`src/rtl/stack_sequencer_if.sv`:
```
// Host/CPU-side signal bundle for the stack calculator program sequencer.
// master: the host that loads and starts programs; slave: the sequencer itself.
interface stack_sequencer_if #(
  parameter int unsigned ADDR_W = 4
) ();
  logic              load_we;
  logic              load_clr;
  logic [3:0]        load_data;
  logic              start;
  logic              cpu_rst;
  logic [3:0]        cpu_inbits;
  logic [ADDR_W-1:0] pc;
  logic              load_full;
  logic              busy;
  logic              done;
  logic              seq_err;

  modport master (
    output load_we, load_clr, load_data, start,
    input  cpu_rst, cpu_inbits, pc, load_full, busy, done, seq_err
  );

  modport slave (
    input  load_we, load_clr, load_data, start,
    output cpu_rst, cpu_inbits, pc, load_full, busy, done, seq_err
  );
endinterface

```
`src/rtl/stack_sequencer.sv`:
```
// Program sequencer for the stack calculator CPU: holds a small nibble program
// loaded serially by the host, then replays it as the CPU's inbits stream with
// opcode in the fetch cycle, operand in the first execute cycle, and 0x0 padding.
// Optional feature macro SEQ_LOOP_EN: END or pc overflow wraps to pc=0 and keeps
// running instead of entering DONE.
module stack_sequencer #(
  parameter int unsigned PROG_DEPTH = 16,
  parameter int unsigned ADDR_W     = 4
) (
  input  logic                   clk,
  input  logic                   rst,
  stack_sequencer_if.slave       bus
);

  localparam int unsigned NIB_W = 4;
  localparam int unsigned PTR_W = ADDR_W + 1;
  localparam int unsigned CNT_W = 2;
  localparam logic [NIB_W-1:0] OP_END = 4'hF;

  typedef enum logic [2:0] {
    S_IDLE,
    S_CPURST,
    S_FETCH,
    S_OPERAND,
    S_WAIT,
    S_DONE
  } state_e;

  // Opcodes that carry an operand nibble in the first execute cycle.
  function automatic logic has_operand(input logic [NIB_W-1:0] op);
    case (op)
      4'h1, 4'h6, 4'h7, 4'h8: has_operand = 1'b1;
      default:                has_operand = 1'b0;
    endcase
  endfunction

  // Number of CPU execute cycles following the fetch cycle.
  function automatic logic [CNT_W-1:0] exec_cycles(input logic [NIB_W-1:0] op);
    case (op)
      4'h9, 4'hA:                         exec_cycles = CNT_W'(3);
      4'h1, 4'h2, 4'h5, 4'h6, 4'h7, 4'h8: exec_cycles = CNT_W'(2);
      default:                            exec_cycles = CNT_W'(1);
    endcase
  endfunction

  state_e             state_q,      state_d;
  logic [ADDR_W-1:0]  pc_q,         pc_d;
  logic [PTR_W-1:0]   ptr_q,        ptr_d;
  logic               load_full_q,  load_full_d;
  logic               cpu_rst_q,    cpu_rst_d;
  logic [NIB_W-1:0]   cpu_inbits_q, cpu_inbits_d;
  logic               busy_q,       busy_d;
  logic               done_q,       done_d;
  logic               seq_err_q,    seq_err_d;
  logic [CNT_W-1:0]   wait_cnt_q,   wait_cnt_d;
  logic               has_op_q,     has_op_d;

  logic [NIB_W-1:0]   store_q [PROG_DEPTH];
  logic               store_we;

  logic               idle_like;
  logic [NIB_W-1:0]   cur_op;
  logic [ADDR_W-1:0]  opnd_addr;
  logic [PTR_W-1:0]   ptr_inc;
  logic [PTR_W-1:0]   pc_sum;
  logic               pc_ovf;
  logic               advance;
  logic               finish;

  // Next-state, load pointer and registered-output computation.
  always_comb begin
    state_d      = state_q;
    pc_d         = pc_q;
    ptr_d        = ptr_q;
    load_full_d  = load_full_q;
    cpu_inbits_d = cpu_inbits_q;
    seq_err_d    = seq_err_q;
    wait_cnt_d   = wait_cnt_q;
    has_op_d     = has_op_q;
    store_we     = 1'b0;
    advance      = 1'b0;
    finish       = 1'b0;

    idle_like = (state_q == S_IDLE) || (state_q == S_DONE);
    cur_op    = store_q[pc_q];
    opnd_addr = pc_q + ADDR_W'(1);
    ptr_inc   = ptr_q + PTR_W'(1);
    pc_sum    = PTR_W'(pc_q) + PTR_W'(1) + PTR_W'(has_op_q);
    pc_ovf    = (pc_sum >= PTR_W'(PROG_DEPTH));

    // Program loading is only accepted while no program is running.
    if (idle_like) begin
      if (bus.load_clr) begin
        ptr_d       = '0;
        load_full_d = 1'b0;
      end else if (bus.load_we && !load_full_q) begin
        store_we    = 1'b1;
        ptr_d       = ptr_inc;
        load_full_d = (ptr_inc == PTR_W'(PROG_DEPTH));
      end
    end

    case (state_q)
      S_IDLE, S_DONE: begin
        cpu_inbits_d = '0;
        if (bus.start) begin
          state_d      = S_CPURST;
          pc_d         = '0;
          seq_err_d    = 1'b0;
        end
      end
      S_CPURST: begin
        state_d      = S_FETCH;
        cpu_inbits_d = store_q[pc_q];
      end
      S_FETCH: begin
        if (cur_op == OP_END) begin
          finish = 1'b1;
        end else begin
          has_op_d   = has_operand(cur_op);
          wait_cnt_d = exec_cycles(cur_op);
          if (has_operand(cur_op)) begin
            state_d = S_OPERAND;
            // An operand past the end of the store is replaced with 0x0.
            if (pc_q == ADDR_W'(PROG_DEPTH - 1)) begin
              cpu_inbits_d = '0;
              seq_err_d    = 1'b1;
            end else begin
              cpu_inbits_d = store_q[opnd_addr];
            end
          end else begin
            state_d      = S_WAIT;
            cpu_inbits_d = '0;
          end
        end
      end
      S_OPERAND: begin
        wait_cnt_d = wait_cnt_q - CNT_W'(1);
        if (wait_cnt_q > CNT_W'(1)) begin
          state_d      = S_WAIT;
          cpu_inbits_d = '0;
        end else begin
          advance = 1'b1;
        end
      end
      S_WAIT: begin
        wait_cnt_d   = wait_cnt_q - CNT_W'(1);
        cpu_inbits_d = '0;
        if (wait_cnt_q <= CNT_W'(1)) begin
          advance = 1'b1;
        end
      end
      default: begin
        state_d = S_IDLE;
      end
    endcase

    // Instruction boundary: step to the next opcode or end the program.
    if (advance && !pc_ovf) begin
      state_d      = S_FETCH;
      pc_d         = pc_sum[ADDR_W-1:0];
      cpu_inbits_d = store_q[pc_sum[ADDR_W-1:0]];
    end else if (advance || finish) begin
`ifdef SEQ_LOOP_EN
      state_d      = S_FETCH;
      pc_d         = '0;
      cpu_inbits_d = store_q[0];
`else
      state_d      = S_DONE;
      cpu_inbits_d = '0;
`endif
    end

    cpu_rst_d = (state_d == S_CPURST);
    busy_d    = !((state_d == S_IDLE) || (state_d == S_DONE));
    done_d    = (state_d == S_DONE);
  end

  // State and output registers.
  always_ff @(posedge clk or negedge rst) begin
    if (!rst) begin
      state_q      <= S_IDLE;
      pc_q         <= '0;
      ptr_q        <= '0;
      load_full_q  <= 1'b0;
      cpu_rst_q    <= 1'b0;
      cpu_inbits_q <= '0;
      busy_q       <= 1'b0;
      done_q       <= 1'b0;
      seq_err_q    <= 1'b0;
      wait_cnt_q   <= '0;
      has_op_q     <= 1'b0;
    end else begin
      state_q      <= state_d;
      pc_q         <= pc_d;
      ptr_q        <= ptr_d;
      load_full_q  <= load_full_d;
      cpu_rst_q    <= cpu_rst_d;
      cpu_inbits_q <= cpu_inbits_d;
      busy_q       <= busy_d;
      done_q       <= done_d;
      seq_err_q    <= seq_err_d;
      wait_cnt_q   <= wait_cnt_d;
      has_op_q     <= has_op_d;
    end
  end

  // Program store; contents survive reset and are only defined once loaded.
  always_ff @(posedge clk) begin
    if (store_we) begin
      store_q[ptr_q[ADDR_W-1:0]] <= bus.load_data;
    end
  end

  assign bus.cpu_rst    = cpu_rst_q;
  assign bus.cpu_inbits = cpu_inbits_q;
  assign bus.pc         = pc_q;
  assign bus.load_full  = load_full_q;
  assign bus.busy       = busy_q;
  assign bus.done       = done_q;
  assign bus.seq_err    = seq_err_q;

endmodule

```
`src/flat_wrapper.sv`:
```
// flat-port wrapper written by rule: the top's interface ports become plain ports
module stack_sequencer_flat 
#(
  parameter int unsigned PROG_DEPTH = 16,
  parameter int unsigned ADDR_W     = 4
)
  (clk, rst, bus_load_we, bus_load_clr, bus_load_data, bus_start, bus_cpu_rst, bus_cpu_inbits, bus_pc, bus_load_full, bus_busy, bus_done, bus_seq_err);
  stack_sequencer_if #(.ADDR_W(ADDR_W)) bus_i ();
  input  logic clk;
  input  logic rst;
  input wire logic [$bits(bus_i.load_we)-1:0] bus_load_we;
  input wire logic [$bits(bus_i.load_clr)-1:0] bus_load_clr;
  input wire logic [$bits(bus_i.load_data)-1:0] bus_load_data;
  input wire logic [$bits(bus_i.start)-1:0] bus_start;
  output wire logic [$bits(bus_i.cpu_rst)-1:0] bus_cpu_rst;
  output wire logic [$bits(bus_i.cpu_inbits)-1:0] bus_cpu_inbits;
  output wire logic [$bits(bus_i.pc)-1:0] bus_pc;
  output wire logic [$bits(bus_i.load_full)-1:0] bus_load_full;
  output wire logic [$bits(bus_i.busy)-1:0] bus_busy;
  output wire logic [$bits(bus_i.done)-1:0] bus_done;
  output wire logic [$bits(bus_i.seq_err)-1:0] bus_seq_err;
  assign bus_i.load_we = bus_load_we;
  assign bus_i.load_clr = bus_load_clr;
  assign bus_i.load_data = bus_load_data;
  assign bus_i.start = bus_start;
  assign bus_cpu_rst = bus_i.cpu_rst;
  assign bus_cpu_inbits = bus_i.cpu_inbits;
  assign bus_pc = bus_i.pc;
  assign bus_load_full = bus_i.load_full;
  assign bus_busy = bus_i.busy;
  assign bus_done = bus_i.done;
  assign bus_seq_err = bus_i.seq_err;
  stack_sequencer #(.PROG_DEPTH(PROG_DEPTH), .ADDR_W(ADDR_W)) u_core (.clk(clk), .rst(rst), .bus(bus_i));
endmodule
```
`config.mk`:
```
export PLATFORM = sky130hd
export DESIGN_NAME = stack_sequencer_flat
export DESIGN_NICKNAME = d
export VERILOG_FILES = /design/src/rtl/stack_sequencer_if.sv /design/src/rtl/stack_sequencer.sv /design/src/flat_wrapper.sv
export SDC_FILE = /design/constraint.sdc
export NUM_CORES = 1
export LEC_CHECK = 0
export ABC_AREA = 1
export ABC_CLOCK_PERIOD_IN_PS = 6400
export CELL_PAD_IN_SITES_DETAIL_PLACEMENT = 1
export CELL_PAD_IN_SITES_GLOBAL_PLACEMENT = 1
export CORE_MARGIN = 3
export CORE_UTILIZATION = 50
export CTS_CLUSTER_SIZE = 24
export DETAILED_ROUTE_END_ITERATION = 10
export PLACE_DENSITY = 0.93
export SYNTH_ARGS = -nofsm -noshare
export SYNTH_HDL_FRONTEND = slang
export SYNTH_SLANG_ARGS = --single-unit
```
`constraint.sdc`:
```
create_clock -name clk -period 6.4 [get_ports clk]
set_input_delay 1.28 -clock clk [delete_from_list [all_inputs] [get_ports clk]]
set_output_delay 1.28 -clock clk [all_outputs]
set_load 0.1 [all_outputs]
```
==> results of run 1 <==
[sequential cells by signal, summed over array words and instances (netlist names)]
| register | count |
|---|---|
| u_core.ptr_q | 5 |
| u_core.bus.cpu_rst | 1 |
| u_core.has_op_q | 1 |
| u_core.bus.load_full | 1 |
| u_core.state_q | 3 |
| u_core.bus.seq_err | 1 |
| u_core.bus.busy | 1 |
| u_core.wait_cnt_q | 2 |
| u_core.bus.cpu_inbits | 4 |
| u_core.bus.pc | 4 |
| u_core.store_q | 64 |
| u_core.bus.done | 1 |
[cells in the mapped netlist, drive strengths merged, types with 2 or more instances]
master / number / area share
inv: 91 / 0.062
or2: 2 / 0.0022
nand4: 5 / 0.0056
ha: 15 / 0.034
nand2: 135 / 0.099
edfxtp: 64 / 0.34
o211ai: 16 / 0.021
buf: 19 / 0.026
nand3: 49 / 0.051
nor3: 5 / 0.0045
a31o: 2 / 0.0031
clkbuf: 14 / 0.0094
o31ai: 2 / 0.0027
xor2: 4 / 0.0096
dfrtp: 24 / 0.11
nor2: 50 / 0.039
xnor2: 2 / 0.0031
a211oi: 8 / 0.011
o21ai: 97 / 0.087
a21oi: 72 / 0.066
o22ai: 5 / 0.0056
[area by class of cell]
cell class / instances / area [um2]
Fill cell: 1319 / 4870
Clock inverter: 4 / 68.8
Sequential cell: 88 / 2520
Timing Repair Buffer: 24 / 233
Multi-Input combinational cell: 473 / 2540
Inverter: 91 / 347
Tap cell: 140 / 175
Clock buffer: 12 / 135
[worst max-delay path by stage]
stage,start,endpoint,slack [ns],cells past startpoint
after floorplan,u_core.bus.pc[0],u_core.bus.cpu_inbits[0],3.25,15
after global placement,u_core.bus.pc[0],u_core.bus.cpu_inbits[2],2.68,15
after global routing,u_core.bus.pc[0],u_core.bus.cpu_inbits[2],1.94,15
final,u_core.bus.pc[0],u_core.bus.cpu_inbits[1],2.25,12
after detailed placement,u_core.bus.pc[0],u_core.bus.cpu_inbits[2],2.46,15
after CTS,u_core.bus.pc[0],u_core.bus.cpu_inbits[1],2.41,12
[metal layers]
layer,vias to the layer above,global-route usage,share of wire
met1,2570,0.380,0.40
met2,236,0.500,0.50
met4,0,0.118,0.030
met5,-,0,0
met3,45,0.0478,0.071
li1,2333,-,-
[stage by stage]
stage / instance area, um2 / util / hold slack [ns] / setup slack [ns] / std cells
6_report: 6020 / 0.553 / 0.535 / 2.25 / 832
5_1_grt: 6020 / 0.553 / 0.573 / 1.94 / 832
4_1_cts: 6020 / 0.553 / 0.540 / 2.41 / 832
3_5_place_dp: 5820 / 0.534 / 0.520 / 2.46 / 816
3_3_place_gp: 5820 / 0.534 / 0.501 / 2.68 / 816
2_1_floorplan: 5600 / - / 0.480 / 3.25 / 685
[cells by family after synthesis]
family / Yosys count / synth area share
compound gates: 204 / 0.200
xor+xnor: 6 / 0.0127
fa+ha+maj: 15 / 0.0335
buf+inv: 124 / 0.0970
flops: 88 / 0.451
simple gates: 248 / 0.206
[power breakdown]
group | internal, mW | leakage [nW] | switching, mW
Sequential | 0.679 | 0.887 | 0.128
Clock | 0.219 | 0.102 | 0.202
Combinational | 0.618 | 1.51 | 1.48
Total | 1.52 | 2.50 | 1.81
[worst min-delay path, delay by kind of cell, from the launching register on]
kind / cells / cell delay [ns]
flops: 1 / 0.36
simple gates: 1 / 0.06
compound gates: 1 / 0.08
==> summary.md, run 1 <==
| Metric | Value |
|---|---|
| Status | `finished clean` |
| Post-synth EDFFs | `64` |
| Area growth from synthesis to layout | `7.58%` |
| Minimum clock period | `4.15 ns` |
| Synth Area per Inst | `8.17 um2` |
| Post-DRT Antenna Nets | `0` |
| Leak pwr | `2.50 nW` |
| CTS Hold Buffers Added | `0` |
| RSZ-0062 raised after global routing | `false` |
| CP arrival | `4.42 ns` |
| MaxCap Viol Count | `0` |
| Post-CTS resize count | `0` |
| Synth async-reset ratio | `0.273` |
| # setup viols final | `0` |
| Root Buffer | `clkbuf_8` |
| Ys Warns | `0` |
| Total clock sinks | `88` |
| Critical path fanouts, max | `53` |
| Final WL | `18200 um` |
| H-tree Lvls | `3` |
| Die height | `112 um` |
| Most frequent cells in the layout | `124 x nand2_1, 82 x o21ai_0, 77 x inv_1, 71 x a21oi_1, 64 x edfxtp_1` |
| CP bufs+invs | `5` |
| Antenna violations before repair | `0` |
| CTS Buffer Depth | `2` |
| Inserted Clock Buffers | `9` |
| Crit end category | `flip-flop` |
| Top_reg_cell synth | `edfxtp_1` |
| FF+latch count, synth | `88` |
| Most common cell after layout, fill and taps aside | `nand2_1` |
| Hold Crit Start | `u_core.wait_cnt_q[1]` |
| Gr usage total | `0.296` |
| Overall power | `3.33 mW` |
| TNS Setup | `0 ns` |
| Hold/Removal Path Class | `flip-flop to flip-flop` |
| Worst Reg-to-Reg Cells | `12` |
| Reg2Reg Setup Slack | `2.25 ns` |
| 1st-iter DRT viols | `534` |
| Postcts setup bufs | `0` |
| Slowest-stage cell, CP | `dfrtp_2` |
| Core box area | `10900 um2` |
| Vias/cell | `6.23` |
| Syn Inst Count | `685` |
| Worst Skew | `0.0155 ns` |
| Final Hold Fails | `0` |
| Max VDD drop | `0.293 mV` |
| Post-Syn Area | `5600 um2` |
| Fmax | `0.241 GHz` |
| Antenna Cells | `0` |
| Worst flop-to-flop path startpoint | `u_core.bus.pc[0]` |
| Relative slew slack | `0.335` |
| Worst Max-Slew Pin Slew | `0.995 ns` |
| Crit path max-delay family | `buffers and inverters` |
| DRC errors left | `0` |
| Worst flop-to-flop path endpoint | `u_core.bus.cpu_inbits[1]` |
| GRT overflow | `0` |
| First-pass GRT wire length | `28700 um` |
| Largest net degree at the start of global routing | `54` |
| Crit-path cells | `buf_4 -> inv_4 -> ha_1 -> inv_1 -> ha_1 -> inv_1 -> a211oi_1 -> nor2_1 -> a21oi_1 -> nand4_1 -> nand2_1 -> inv_1` |
| Fraction of layout cells with a size suffix above 1 | `0.0925` |
| Starting Density | `0.514` |
| CTS tree | `built` |
| Post-DP HPWL | `13200 um` |
| Worst skew pair latency | `0.38 ns` |
| Nets | `711` |
| Max stage delay on crit path | `0.95 ns` |
| WHS Path Cells | `2` |
| Vias | `5184` |
| Pre-antenna DRT Iters | `6` |
| Tcrit/Tclk final | `0.648` |
| Die W | `112 um` |
| WP data required | `6.68 ns` |
| I/O pins | `22` |
| Register area share after synthesis | `0.451` |
| Fin. max-slew vios | `0` |
| Setup Crit Path Kind | `flip-flop to flip-flop` |
| Average routed wire per standard cell | `21.9 um` |
| Worst Hold End | `u_core.wait_cnt_q[1]` |
| FP Rows | `38` |
| DIE AREA | `12500 um2` |
| Port bufs | `21` |
| Syn_nets | `709` |
| Synth cell types | `39` |
| CP startpoint kind | `flip-flop` |
| GP Congestion | `0.959` |
| Number of global-route vias before repair | `5364` |
| Pwr Density | `552 nW/um2` |
| Reg clk slew, reported paths | `0.09 ns` |
| Worst path most repeated cell | `inv_1` |
Power figures use the tool's default switching activity.
==> inputs of run 2 (changes only) <==
ABC_CLOCK_PERIOD_IN_PS = 3700   (was 6400)
CORE_UTILIZATION = 42   (was 50)
PLACE_DENSITY = 0.84   (was 0.93)
clock period = 3.7 ns   (was 6.4 ns; I/O delays follow)
==> summary.md, run 2 (synthesis results as in run 1) <==
| Metric | Value |
|---|---|
| FP Rows | `41` |
| Worst flop-to-flop path endpoint | `u_core.bus.cpu_inbits[2]` |
| Starting Density | `0.436` |
| I/O pins | `22` |
| Vias/cell | `5.72` |
| Fraction of layout cells with a size suffix above 1 | `0.109` |
| Reg area | `2520 um2` |
| Worst skew pair latency | `0.36 ns` |
| CTS Buffer Depth | `2` |
| Post-DP Area | `5890 um2` |
| WHS Path Cells | `2` |
| Die height | `121 um` |
| RSZ-0062 raised after global routing | `false` |
| Root Buffer | `clkbuf_16` |
| Hold_ws | `0.524 ns` |
| Pwr Density | `973 nW/um2` |
| H-tree Lvls | `3` |
| Post-DP HPWL | `13100 um` |
| MaxCap Viol Count | `0` |
| Setup Crit Path Kind | `flip-flop to flip-flop` |
| Max VDD drop | `0.460 mV` |
| Hold Crit Start | `u_core.wait_cnt_q[1]` |
| WP data required | `4.01 ns` |
| Reg clk slew, reported paths | `0.07 ns` |
| Worst Reg-to-Reg Cells | `14` |
| Worst flop-to-flop path startpoint | `u_core.bus.pc[0]` |
| Post-CTS resize count | `0` |
| DIE AREA | `14700 um2` |
| # setup viols final | `0` |
| CP arrival | `3.30 ns` |
| CTS Hold Buffers Added | `0` |
| Core box area | `12800 um2` |
| Inserted Clock Buffers | `9` |
| Most common cell after layout, fill and taps aside | `nand2_1` |
| Largest register FFs | `64` |
| Pre-antenna DRT Iters | `5` |
| Nets | `718` |
| Area growth from synthesis to layout | `11.0%` |
| First-pass GRT wire length | `27900 um` |
| CP startpoint kind | `flip-flop` |
| Tcrit/Tclk final | `0.808` |
| Design Area, Final | `6210 um2` |
| Average routed wire per standard cell | `20.2 um` |
| Hold/Removal Path Class | `flip-flop to flip-flop` |
| Relative slew slack | `0.347` |
| Largest net degree at the start of global routing | `54` |
| Postcts setup bufs | `0` |
| GRT overflow | `0` |
| Antenna violations before repair | `0` |
| TNS Setup | `0 ns` |
| Gr usage total | `0.249` |
| Reg2Reg Setup Slack | `0.71 ns` |
| GP Congestion | `0.910` |
| Fin. max-slew vios | `0` |
| Area of the multi-input gates | `2530 um2` |
| Leak pwr | `2.59 nW` |
| Status | `finished clean` |
| Port bufs | `21` |
| Fmax | `0.334 GHz` |
| Antenna Cells | `0` |
| Post-DRT Antenna Nets | `0` |
| Die W | `121 um` |
| Overall power | `6.05 mW` |
| Most frequent cells in the layout | `124 x nand2_1, 82 x o21ai_0, 77 x inv_1, 71 x a21oi_1, 64 x edfxtp_1` |
| CP Launch Point | `u_core.bus.pc[0]` |
| Critical path fanouts, max | `40` |
| Number of global-route vias before repair | `5179` |
| Worst Skew | `0.0107 ns` |
| Worst Max-Slew Pin Slew | `0.977 ns` |
| Total clock sinks | `88` |
| DRC errors left | `0` |
| Vias | `4980` |
| Final Hold Fails | `0` |
| Final WL | `17600 um` |
| CTS tree | `built` |
| 1st-iter DRT viols | `495` |
| Crit end category | `flip-flop` |
| Filler cells | `1566` |
| Worst Hold End | `u_core.wait_cnt_q[1]` |
| Minimum clock period | `2.99 ns` |
run 2: changes by cell type in the layout (fill, tap and decap cells not counted), sizes merged:
cell and delta:
inv +1, clkdlybuf4s50 -3, buf +10, clkbuf -3, clkinv +2
run 2: worst max path at each step:
stage	endpoint	slack, ns	cells past startpoint
4_1_cts	u_core.bus.cpu_inbits[0]	0.77	11
3_3_place_gp	u_core.bus.cpu_inbits[2]	0.86	14
5_1_grt	u_core.bus.cpu_inbits[2]	0.48	14
3_5_place_dp	u_core.bus.cpu_inbits[2]	0.77	14
6_report	u_core.bus.cpu_inbits[2]	0.71	14
2_1_floorplan	u_core.bus.cpu_inbits[0]	0.55	15
run 2: critical path: stages (launching register included):
cell and delay, ns:
dfrtp_2 0.43, inv_4 0.29, ha_1 0.21, inv_1 0.05
ha_1 0.52, inv_1 0.34, a21oi_1 0.19, o21ai_0 0.10
nand2_1 0.10, nor2_1 0.05, o31ai_1 0.34, nor2_1 0.09
nand3_1 0.09, o21ai_1 0.07, inv_1 0.05
run 2: cell type report:
cell class	instances	share of cell area
Multi-Input combinational cell	473	0.407
Sequential cell	88	0.406
Inverter	91	0.0558
Timing Repair Buffer	31	0.0447
Clock buffer	9	0.0362
Tap cell	172	0.0346
Clock inverter	7	0.0153
run 2: stage by stage:
step,util,instances,setup WS (ns)
global route,0.485,871,0.476
floorplan,-,685,0.553
detailed placement,0.460,855,0.774
global placement,0.460,855,0.864
CTS,0.485,871,0.770
finish,0.485,871,0.710
run 2: layer usage:
layer,GRT usage,part of all wire
met1,0.326,0.43
met2,0.403,0.48
met3,0.0471,0.056
met4,0.104,0.034
met5,0,0
run 2: power breakdown:
group | total [mW] | internal, mW | switching (mW)
sequential | 1.31 | 1.18 | 0.137
combinational | 3.74 | 1.11 | 2.63
clock | 0.991 | 0.593 | 0.399
==> inputs of run 3 (changes only) <==
ABC_CLOCK_PERIOD_IN_PS = 2600   (was 3700)
clock period = 2.6 ns   (was 3.7 ns; I/O delays follow)
==> summary.md, run 3 (synthesis results as in run 1) <==
| Metric | Value |
|---|---|
| Antenna violations before repair | `0` |
| Worst flop-to-flop path startpoint | `u_core.bus.pc[0]` |
| Final WL | `19400 um` |
| Worst Slack Setup Final | `0.0306 ns` |
| Crit end category | `flip-flop` |
| Leak pwr | `2.85 nW` |
| Vias | `5271` |
| Reg area | `2530 um2` |
| Post-DP Area | `6110 um2` |
| Fmax | `0.389 GHz` |
| Reg clk slew, reported paths | `0.08 ns` |
| # setup viols final | `0` |
| Worst Reg-to-Reg Cells | `19` |
| Design Area, Final | `6710 um2` |
| Worst flop-to-flop path endpoint | `u_core.bus.busy` |
| Area growth from synthesis to layout | `19.8%` |
| Tcrit/Tclk final | `0.988` |
| Die W | `121 um` |
| First-pass GRT wire length | `28700 um` |
| Largest register FFs | `64` |
| GP Congestion | `0.897` |
| WHS Path Cells | `2` |
| Status | `finished clean` |
| Max VDD drop | `0.662 mV` |
| Hold/Removal Path Class | `flip-flop to flip-flop` |
| Worst skew pair latency | `0.37 ns` |
| Average routed wire per standard cell | `21.5 um` |
| I/O pins | `22` |
| Root Buffer | `clkbuf_16` |
| H-tree Lvls | `3` |
| CP startpoint kind | `flip-flop` |
| RSZ-0062 raised after global routing | `true` |
| Most common cell after layout, fill and taps aside | `nand2_1` |
| Core box area | `12800 um2` |
| Number of global-route vias before repair | `5267` |
| GRT overflow | `0` |
| Area of the multi-input gates | `2680 um2` |
| Vias/cell | `5.87` |
| Pwr Density | `1420 nW/um2` |
| Total clock sinks | `88` |
| Antenna Cells | `0` |
| TNS Setup | `0 ns` |
| WP data required | `2.86 ns` |
| Setup Crit Path Kind | `flip-flop to flip-flop` |
| Port bufs | `21` |
| Reg2Reg Setup Slack | `0.03 ns` |
| Filler cells | `1552` |
| CTS Buffer Depth | `2` |
| DRC errors left | `0` |
| Post-DP HPWL | `13800 um` |
| Fin. max-slew vios | `0` |
| Nets | `745` |
| CTS tree | `built` |
| Largest net degree at the start of global routing | `55` |
| Layout Utilization | `0.523` |
| Inserted Clock Buffers | `9` |
| FP Rows | `41` |
| MaxCap Viol Count | `0` |
| Worst Hold End | `u_core.bus.cpu_inbits[3]` |
| Setup WS pre-CTS | `0.0184 ns` |
| Fraction of layout cells with a size suffix above 1 | `0.190` |
| Pre-antenna DRT Iters | `5` |
| Gr usage total | `0.257` |
| 1st-iter DRT viols | `460` |
| CTS Hold Buffers Added | `0` |
| Minimum clock period | `2.57 ns` |
| Critical path fanouts, max | `7` |
| Starting Density | `0.436` |
| Final Hold Fails | `0` |
| Die height | `121 um` |
| CP arrival | `2.83 ns` |
| Worst Skew | `0.0143 ns` |
| Most frequent cells in the layout | `120 x nand2_1, 75 x inv_1, 71 x o21ai_0, 67 x a21oi_1, 64 x edfxtp_1` |
| Hold Crit Start | `u_core.bus.cpu_inbits[3]` |
| DIE AREA | `14700 um2` |
| Post-DRT Antenna Nets | `0` |
| Worst Max-Slew Pin Slew | `0.678 ns` |
| Relative slew slack | `0.547` |
-- run 3: area by class of cell --
class / instances / area share
flip-flops and latches: 88 / 0.377
inverters: 91 / 0.0535
clock inverters: 7 / 0.0106
multi-input cells: 473 / 0.399
clock buffers: 9 / 0.0336
well taps: 172 / 0.0321
repair buffers: 58 / 0.0944
-- run 3: critical path, cell delays in order (launching register included) --
cell     delay [ns]
dfrtp_4        0.57
inv_8          0.11
buf_16         0.13
a21oi_2        0.05
o21ai_1        0.08
nand2_1        0.10
nand2_1        0.09
nand2_2        0.08
a31o_4         0.26
ha_4           0.18
nor2_2         0.10
nand2_1        0.07
nand3_2        0.10
nand2_4        0.09
nand2_4        0.10
nand2_2        0.05
nand2_2        0.10
nand3_2        0.08
nand2_1        0.08
nand2_1        0.05
-- run 3: worst max-delay path by stage --
stage	slack [ns]	cells past startpoint	end	from
4_1_cts	0.005	17	u_core.bus.cpu_inbits[1]	u_core.bus.pc[0]
6_report	0.03	19	u_core.bus.busy	u_core.bus.pc[0]
5_1_grt	-0.12	19	u_core.bus.busy	u_core.bus.pc[0]
3_5_place_dp	0.02	17	u_core.bus.cpu_inbits[1]	u_core.bus.pc[0]
3_3_place_gp	0.11	17	u_core.bus.cpu_inbits[3]	u_core.bus.pc[0]
2_1_floorplan	-0.03	20	u_core.bus.busy	u_core.bus.pc[0]
-- run 3: what timing repair did --
action,CTS,global route
buffers inserted,0,3
hold endpoints to repair,0,0
endpoints found under the setup margin,0,16
gates resized for setup,0,36
-- run 3: report_power, final --
| part | switching [mW] | leakage, nW | total (mW) | internal (mW) |
|---|---|---|---|---|
| logic | 4.14 | 1.82 | 6.32 | 2.18 |
| clock network | 0.634 | 0.145 | 1.31 | 0.675 |
| registers | 0.203 | 0.885 | 1.88 | 1.68 |
-- run 3: metrics by stage --
stage / power (mW) / instances / hold slack, ns
2_1_floorplan: 6.00 / 685 / 0.224
3_3_place_gp: 7.24 / 873 / 0.480
3_5_place_dp: 7.51 / 873 / 0.503
4_1_cts: 8.84 / 889 / 0.520
5_1_grt: 10.2 / 898 / 0.537
6_report: 9.52 / 898 / 0.511
-- run 3: layer usage --
layer	up-vias	global-route usage	part of all wire
met1	2582	0.330	0.41
met2	223	0.432	0.49
met3	68	0.0424	0.059
li1	2398	-	-
met5	-	0	0
met4	0	0.101	0.039
